<file path="src/rtl/ristretto_csr_pkg.sv">
// ristretto_csr_pkg
//   Shared CSR constants for the ristretto core: performance-counter CSR
//   addresses, mcountinhibit bit positions, CSR opcode encoding and the
//   small helpers the counter bank uses for decode and op arithmetic.
package ristretto_csr_pkg;

    localparam logic [11:0] MCYCLE        = 12'hB00;
    localparam logic [11:0] MINSTRET      = 12'hB02;
    localparam logic [11:0] MHPMCOUNTER3  = 12'hB03;
    localparam logic [11:0] MCYCLEH       = 12'hB80;
    localparam logic [11:0] MINSTRETH     = 12'hB82;
    localparam logic [11:0] MHPMCOUNTER3H = 12'hB83;
    localparam logic [11:0] MCOUNTINHIBIT = 12'h320;
    localparam logic [11:0] MHPMEVENT3    = 12'h323;

    localparam int HPM_EVENT_SEL_WIDTH = 5;
    localparam int COUNTINHIBIT_CY_BIT = 0;
    localparam int COUNTINHIBIT_IR_BIT = 2;

    // csr_op_i[2] requests read data; csr_op_i[1:0] selects the modify op.
    localparam int CSR_OP_R_BIT = 2;

    typedef enum logic [1:0] {
        CSR_OP_NONE  = 2'b00,
        CSR_OP_SET   = 2'b01,
        CSR_OP_CLEAR = 2'b10,
        CSR_OP_WRITE = 2'b11
    } csr_op_e;

    function automatic logic [31:0] csr_apply_op(input csr_op_e op,
                                                 input logic [31:0] old,
                                                 input logic [31:0] wdata);
        case (op)
            CSR_OP_WRITE: return wdata;
            CSR_OP_SET:   return old | wdata;
            CSR_OP_CLEAR: return old & ~wdata;
            default:      return old;
        endcase
    endfunction

    // Writable mcountinhibit bits: CY, IR and one bit per implemented hpm.
    function automatic logic [31:0] inhibit_mask(input int num_hpm);
        logic [31:0] m;
        m = '0;
        m[COUNTINHIBIT_CY_BIT] = 1'b1;
        m[COUNTINHIBIT_IR_BIT] = 1'b1;
        for (int i = 3; i < 32; i++) begin
            if (i < 3 + num_hpm) m[i] = 1'b1;
        end
        return m;
    endfunction

    // Counter slot j in the bank -> CSR index (mcycle=0, minstret=2, hpm=j+1).
    function automatic int unsigned counter_csr_idx(input int j);
        return (j == 0) ? 0 : j + 1;
    endfunction

endpackage

</file>
<file path="src/rtl/ristretto_perf_counter.sv">
// ristretto_perf_counter
//   One wrapping performance counter with independent lo/hi half writes.
//   Ports:
//     clk_i, rstn_i  clock, async active-low reset
//     inc_i          count event this cycle
//     inhibit_i      suppress counting
//     wr_lo_i        replace bits [31:0] with wdata_i
//     wr_hi_i        replace bits [Width-1:32] with low bits of wdata_i
//     wdata_i        already-resolved write value (set/clear applied)
//     count_o        current counter value
module ristretto_perf_counter #(
    parameter int Width = 64
) (
    input  logic             clk_i,
    input  logic             rstn_i,
    input  logic             inc_i,
    input  logic             inhibit_i,
    input  logic             wr_lo_i,
    input  logic             wr_hi_i,
    input  logic [31:0]      wdata_i,
    output logic [Width-1:0] count_o
);

    logic [Width-1:0] count_q, count_d;

    // A write to either half freezes the other half for that cycle, so the
    // increment (and any carry it would produce) is dropped entirely.
    always_comb begin
        count_d = count_q;
        if (wr_lo_i) begin
            count_d[31:0] = wdata_i;
        end else if (wr_hi_i) begin
            count_d[Width-1:32] = wdata_i[Width-33:0];
        end else if (inc_i && !inhibit_i) begin
            count_d = count_q + Width'(1);
        end
    end

    always_ff @(posedge clk_i or negedge rstn_i) begin
        if (!rstn_i) count_q <= '0;
        else         count_q <= count_d;
    end

    assign count_o = count_q;

endmodule

</file>
<file path="src/rtl/ristretto_csr_perf_counters.sv">
// ristretto_csr_perf_counters
//   Machine performance-counter CSR bank: mcycle, minstret, NumHpm
//   mhpmcounter/mhpmevent pairs and mcountinhibit.
//   Ports:
//     clk_i, rstn_i      clock, async active-low reset
//     csr_addr_i         CSR address
//     csr_wdata_i        write operand
//     csr_op_i           [2]=read, [1:0]=11 write / 01 set / 10 clear
//     csr_en_i           CSR instruction valid
//     instr_retire_i     one instruction retires this cycle
//     hpm_event_i        per-event strobes selectable by mhpmevent
//     csr_rdata_o        read data, 0 when not reading or on a miss
//     csr_hit_o          address is implemented in this bank
module ristretto_csr_perf_counters
    import ristretto_csr_pkg::*;
#(
    parameter int DataWidth    = 32,
    parameter int NumHpm       = 4,
    parameter int CounterWidth = 64
) (
    input  logic                                clk_i,
    input  logic                                rstn_i,
    input  logic [11:0]                         csr_addr_i,
    input  logic [DataWidth-1:0]                csr_wdata_i,
    input  logic [2:0]                          csr_op_i,
    input  logic                                csr_en_i,
    input  logic                                instr_retire_i,
    input  logic [((NumHpm > 0) ? NumHpm : 1)-1:0] hpm_event_i,
    output logic [DataWidth-1:0]                csr_rdata_o,
    output logic                                csr_hit_o
);

    localparam int          NumCnt  = NumHpm + 2;
    localparam int          EvW     = (NumHpm > 0) ? NumHpm : 1;
    localparam logic [31:0] InhMask = inhibit_mask(NumHpm);

    logic [31:0]                               inhibit_q, inhibit_d;
    logic [EvW-1:0][HPM_EVENT_SEL_WIDTH-1:0]   evsel_q, evsel_d;
    logic [NumCnt-1:0][CounterWidth-1:0]       count;
    logic [NumCnt-1:0]                         cnt_inc, cnt_inh, cnt_wr_lo, cnt_wr_hi, sel_cnt;
    logic [EvW-1:0]                            sel_evt;
    logic                                      sel_inh, hit, wr_en;
    logic                                      in_lo_page, in_hi_page, in_evt_page;
    int unsigned                               idx;
    logic [31:0]                               cur_val, new_val, ev_ext;

    // Decode: counters live at 0xB00/0xB80 + idx, inhibit/events at 0x320 + idx.
    assign idx         = 32'(csr_addr_i[4:0]);
    assign in_lo_page  = (csr_addr_i[11:5] == MCYCLE[11:5]);
    assign in_hi_page  = (csr_addr_i[11:5] == MCYCLEH[11:5]);
    assign in_evt_page = (csr_addr_i[11:5] == MCOUNTINHIBIT[11:5]);

    always_comb begin
        hit     = 1'b0;
        cur_val = '0;
        sel_inh = 1'b0;
        sel_evt = '0;
        sel_cnt = '0;
        if (in_evt_page) begin
            if (idx == 0) begin
                hit     = 1'b1;
                sel_inh = 1'b1;
                cur_val = inhibit_q;
            end
            for (int k = 0; k < NumHpm; k++) begin
                if (idx == k + 3) begin
                    hit        = 1'b1;
                    sel_evt[k] = 1'b1;
                    cur_val    = 32'(evsel_q[k]);
                end
            end
        end
        if (in_lo_page || in_hi_page) begin
            for (int j = 0; j < NumCnt; j++) begin
                if (idx == counter_csr_idx(j)) begin
                    hit        = 1'b1;
                    sel_cnt[j] = 1'b1;
                    cur_val    = in_hi_page ? 32'(count[j][CounterWidth-1:32])
                                            : count[j][31:0];
                end
            end
        end
    end

    // Modify ops act on the pre-write value, which is also what a read sees.
    assign wr_en     = csr_en_i && (csr_op_i[1:0] != CSR_OP_NONE);
    assign new_val   = csr_apply_op(csr_op_e'(csr_op_i[1:0]), cur_val, csr_wdata_i);
    assign cnt_wr_lo = {NumCnt{wr_en & in_lo_page}} & sel_cnt;
    assign cnt_wr_hi = {NumCnt{wr_en & in_hi_page}} & sel_cnt;

    assign csr_hit_o   = hit;
    assign csr_rdata_o = (csr_en_i && csr_op_i[CSR_OP_R_BIT] && hit) ? cur_val : '0;

    always_comb begin
        inhibit_d = inhibit_q;
        evsel_d   = evsel_q;
        if (wr_en && sel_inh) inhibit_d = new_val & InhMask;
        for (int k = 0; k < NumHpm; k++) begin
            if (wr_en && sel_evt[k]) evsel_d[k] = new_val[HPM_EVENT_SEL_WIDTH-1:0];
        end
    end

    always_ff @(posedge clk_i or negedge rstn_i) begin
        if (!rstn_i) begin
            inhibit_q <= '0;
            evsel_q   <= '0;
        end else begin
            inhibit_q <= inhibit_d;
            evsel_q   <= evsel_d;
        end
    end

    // Bit 0 and bits above NumHpm stay 0, so select 0 or an out-of-range
    // select simply never counts.
    always_comb begin
        ev_ext = '0;
        for (int k = 0; k < NumHpm; k++) ev_ext[k+1] = hpm_event_i[k];
    end

    // Increment and inhibit use the registered inhibit/select, so a write
    // to either takes effect from the following edge.
    always_comb begin
        cnt_inc    = '0;
        cnt_inh    = '0;
        cnt_inc[0] = 1'b1;
        cnt_inh[0] = inhibit_q[COUNTINHIBIT_CY_BIT];
        cnt_inc[1] = instr_retire_i;
        cnt_inh[1] = inhibit_q[COUNTINHIBIT_IR_BIT];
        for (int k = 0; k < NumHpm; k++) begin
            cnt_inc[k+2] = ev_ext[evsel_q[k]];
            cnt_inh[k+2] = inhibit_q[k+3];
        end
    end

    for (genvar j = 0; j < NumCnt; j++) begin : g_cnt
        ristretto_perf_counter #(
            .Width(CounterWidth)
        ) u_cnt (
            .clk_i    (clk_i),
            .rstn_i   (rstn_i),
            .inc_i    (cnt_inc[j]),
            .inhibit_i(cnt_inh[j]),
            .wr_lo_i  (cnt_wr_lo[j]),
            .wr_hi_i  (cnt_wr_hi[j]),
            .wdata_i  (new_val),
            .count_o  (count[j])
        );
    end

endmodule

</file>
<file path="config.mk">
export PLATFORM = sky130hd
export DESIGN_NAME = ristretto_csr_perf_counters
export DESIGN_NICKNAME = d
export VERILOG_FILES = /design/src/rtl/ristretto_csr_pkg.sv /design/src/rtl/ristretto_perf_counter.sv /design/src/rtl/ristretto_csr_perf_counters.sv
export SDC_FILE = /design/constraint.sdc
export NUM_CORES = 2
export LEC_CHECK = 0
export CAP_MARGIN = 10
export CORE_UTILIZATION = 40
export DETAILED_ROUTE_END_ITERATION = 6
export MAX_ROUTING_LAYER = met4
export PLACE_DENSITY = 0.54
export SLEW_MARGIN = 20
export SYNTH_ARGS = -nofsm -noshare
export SYNTH_HDL_FRONTEND = slang
export SYNTH_SLANG_ARGS = --single-unit
</file>
<file path="constraint.sdc">
create_clock -name clk_i -period 6.58 [get_ports clk_i]
set_clock_uncertainty 0.05 [all_clocks]
set_input_delay 0.658 -clock clk_i [delete_from_list [all_inputs] [get_ports clk_i]]
set_output_delay 0.658 -clock clk_i [all_outputs]
set_load 0.02 [all_outputs]
</file>
==> metrics.md <==
| Metric | Value |
|---|---|
| CP startpoint | csr_addr_i[2] |
| Max Fanout on Critical Path | 17 |
| Combinational group share of total power | 0.105 |
| CTS HTree Levels | 2 |
| Chip Width | 273.2 um |
| Post-Syn Instances | 3696 |
| Post-synthesis register bit count | 410 |
| Worst Path Arrival | 5.05 ns |
| P&R area growth vs syn | 13.33% |
| Die area | 74610 sq um |
| Most used DFF post-synth | dfrtp_1 |
| Internal power | 4.456 mW |
| Clock power frac | 0.461 |
| Setup bufs post-CTS | 0 |
| Vias per cell | 6.715 |
| Switch Pwr | 1.835 mW |
| Core ar. | 72830 sq um |
| CTS root buf | clkbuf_16 |
| DRC Markers | 0 |
| Vias in the first global route | 28704 |
| Hold buffers post-CTS | 0 |
| Clock Latency Late Sink | 0.64 ns |
| Setup CP Type | in2out |
| Hold crit path type | in2async |
| RSZ-0062 raised after global routing | no |
| Ys async rst share | 1.000 |
| Largest net degree at the start of global routing | 136 |
| Sw Ratio | 0.2917 |
| Synth area leader | dfrtp_1 |
| Antenna Violating Nets Remaining | 0 |
| Mapped Area | 29410 sq um |
| Power density cells | 188.7 nW/um^2 |
| Post-layout min period | 5.759 ns |
| DR WL/cell | 30.83 um |
| Max_cap viols | 0 |
| Sequential element share of the synthesized area | 0.3489 |
| Clock Sinks | 410 |
| Total power draw | 6.291 mW |
| Initial Util | 0.4038 |
| CTS tree | yes |
| Clk buf depth | 3 |
| Final Util | 0.4576 |
| Finished Cell Area | 33330 sq um |
| Fmax achieved | 173.7 MHz |
| Vias post-DR | 31499 |
| Pre-antenna DRT Iters | 6 |
| Relative max-transition margin | 0.1808 |
| Seq pwr share | 0.434 |
| Unique masters post-synth | 81 |
| Number of port buffers | 87 |
| Post-cts sizing count | 0 |
| Share of cells above drive strength 1 | 0.08796 |
| Worst-path clk slew | 0.06 ns |
| DRT Wirelength | 144600 um |
| Worst Tran Pin Value | 1.229 ns |
| DRT iter0 DRCs | 4128 |
| DP Wirelength | 104600 um |
| Num rows | 99 |
| Pins Over Slew Limit | 0 |
| Number of placed I/O pins | 88 |
| Run status | finished, final reports clean |
| Post-Syn Nets | 3757 |
| Die Y | 273.2 um |
| Cell Count, Final, Fillers Out | 4691 |
| CP Capture Type | output port |
| CP required | 5.87 ns |
| Total track usage | 0.3933 |
| Final GP Congestion | 1.044 |
| Final hold violation count | 0 |
| Worst setup SP type | primary input |
| EDFF count, synth | 0 |
| Reg2reg start | g_cnt[4].u_cnt.count_o[4] |
| Total gr overflow | 0 |
| Placed cell areas | 31670 sq um |
| Initial antenna violation count | 4 |
| Top post-synthesis cells by area | dfrtp_1 (35%), o21ai_0 (6.4%), nand3_1 (5.4%), nand2_1 (5.0%), a21oi_1 (4.6%) |
| Nets | 3755 |
| Peak supply drop | 0.2004 mV |
| Fin crit share | 0.8752 |
| Synth Warn # | 0 |
| Synth top area share | 0.3489 |
| Lkg Pwr | 12.83 nW |
| Total placed cells including tap cells | 4600 |
| Fin Setup TNS | 0 ns |
| First-pass GRT wire length | 209200 um |
| Synthesized area per cell | 7.957 sq um |
| Final Setup Violations | 0 |
| Post-synth top cells | dfrtp_1 (410), nand2_1 (388), o21ai_0 (374) |
| Most common cell in the netlist | dfrtp_1 |
| Total CTS buffers | 51 |
## stage by stage
step	setup slack [ns]	hold slack (ns)
final	0.8215	0.005539
after global routing	0.8599	0.07636
after CTS	1.049	0.03762
after detailed placement	1.051	0.4542
after global placement	1.018	0.4423
after floorplan	2.870	0.3124
## state kept, by name, indices dropped and copies added (netlist names)
signal,cells
g_cnt.u_cnt.count_o,384
evsel_q,20
inhibit_q,6
## worst max-delay path, cell delays in order
cell	delay [ns]
clkdlybuf4s50_1	0.82
nor3b_1	0.76
nand2_1	0.59
buf_4	0.37
a211oi_1	0.55
a31oi_1	0.13
a32o_1	0.33
nor2b_1	0.23
clkdlybuf4s50_1	0.58
## cells in the final DEF (no fill, tap or decap), drive strengths merged, types with 28 or more instances in the layout
cell type      instances
nand4                115
nor3                  95
mux2i                127
o211ai                28
and4                  33
a211oi                48
buf                  122
o21a                  32
o22ai                 44
xor2                 112
dfrtp                410
nor4                  59
inv                   49
a221oi                29
a21oi                271
xnor2                 95
clkbuf                71
nand3                318
nor2                 247
clkdlybuf4s50         84
and3                 121
mux2                  48
nand2                388
o21ai                378
## power groups by stage
stage / combinational (mW) / sequential [mW] / clock [mW]
2_1_floorplan: 0.318 / 2.71 / 0
3_3_place_gp: 0.635 / 2.77 / 0
3_5_place_dp: 0.641 / 2.77 / 0
4_1_cts: 0.642 / 2.72 / 2.92
5_1_grt: 0.697 / 2.73 / 3.01
6_report: 0.660 / 2.73 / 2.90
## per-layer routing
layer / GRT usage / vias to the layer above / part of all wire
met1: 0.5325 / 15406 / 0.42
met3: 0.07214 / 394 / 0.10
met2: 0.5456 / 1932 / 0.41
met5: - / - / 0
li1: - / 13767 / -
met4: 0.2260 / 0 / 0.069
## cell type report
| class | count | area, sq um |
|---|---|---|
| fill | 7393 | 39500 |
| multi-input combinational | 2977 | 18210 |
| sequential | 410 | 10260 |
| timing repair buffer | 206 | 1834 |
| clock buffer | 71 | 1463 |
| tap | 959 | 1200 |
| clock inverter | 17 | 181.4 |
| inverter | 48 | 180.2 |
| antenna | 3 | 7.507 |
## cell families after synthesis
| group | synth area share |
|---|---|
| AO/OA/AOI/OAI | 0.2206 |
| XOR/XNOR | 0.06165 |
| adder cells (fa/ha/maj) | 0.002553 |
| buffers and inverters | 0.04016 |
| flip-flops | 0.3489 |
| multiplexers | 0.06160 |
| AND/OR/NAND/NOR | 0.2645 |
## final timing paths
check                           slack (ns)                    endpoint  cells past startpoint
worst min-delay path                 0.006                  evsel_q[1]                      1
max in group asynchronous             4.93  g_cnt[3].u_cnt.count_o[57]                      2
min in group clk_i                    0.47  g_cnt[4].u_cnt.count_o[55]                      1
worst max register to register        2.83  g_cnt[4].u_cnt.count_o[59]                      7
worst min register to register        0.47  g_cnt[4].u_cnt.count_o[55]                      1
worst max-delay path                  0.82             csr_rdata_o[26]                      9
Note: power is estimated with default switching activity, not from simulation.
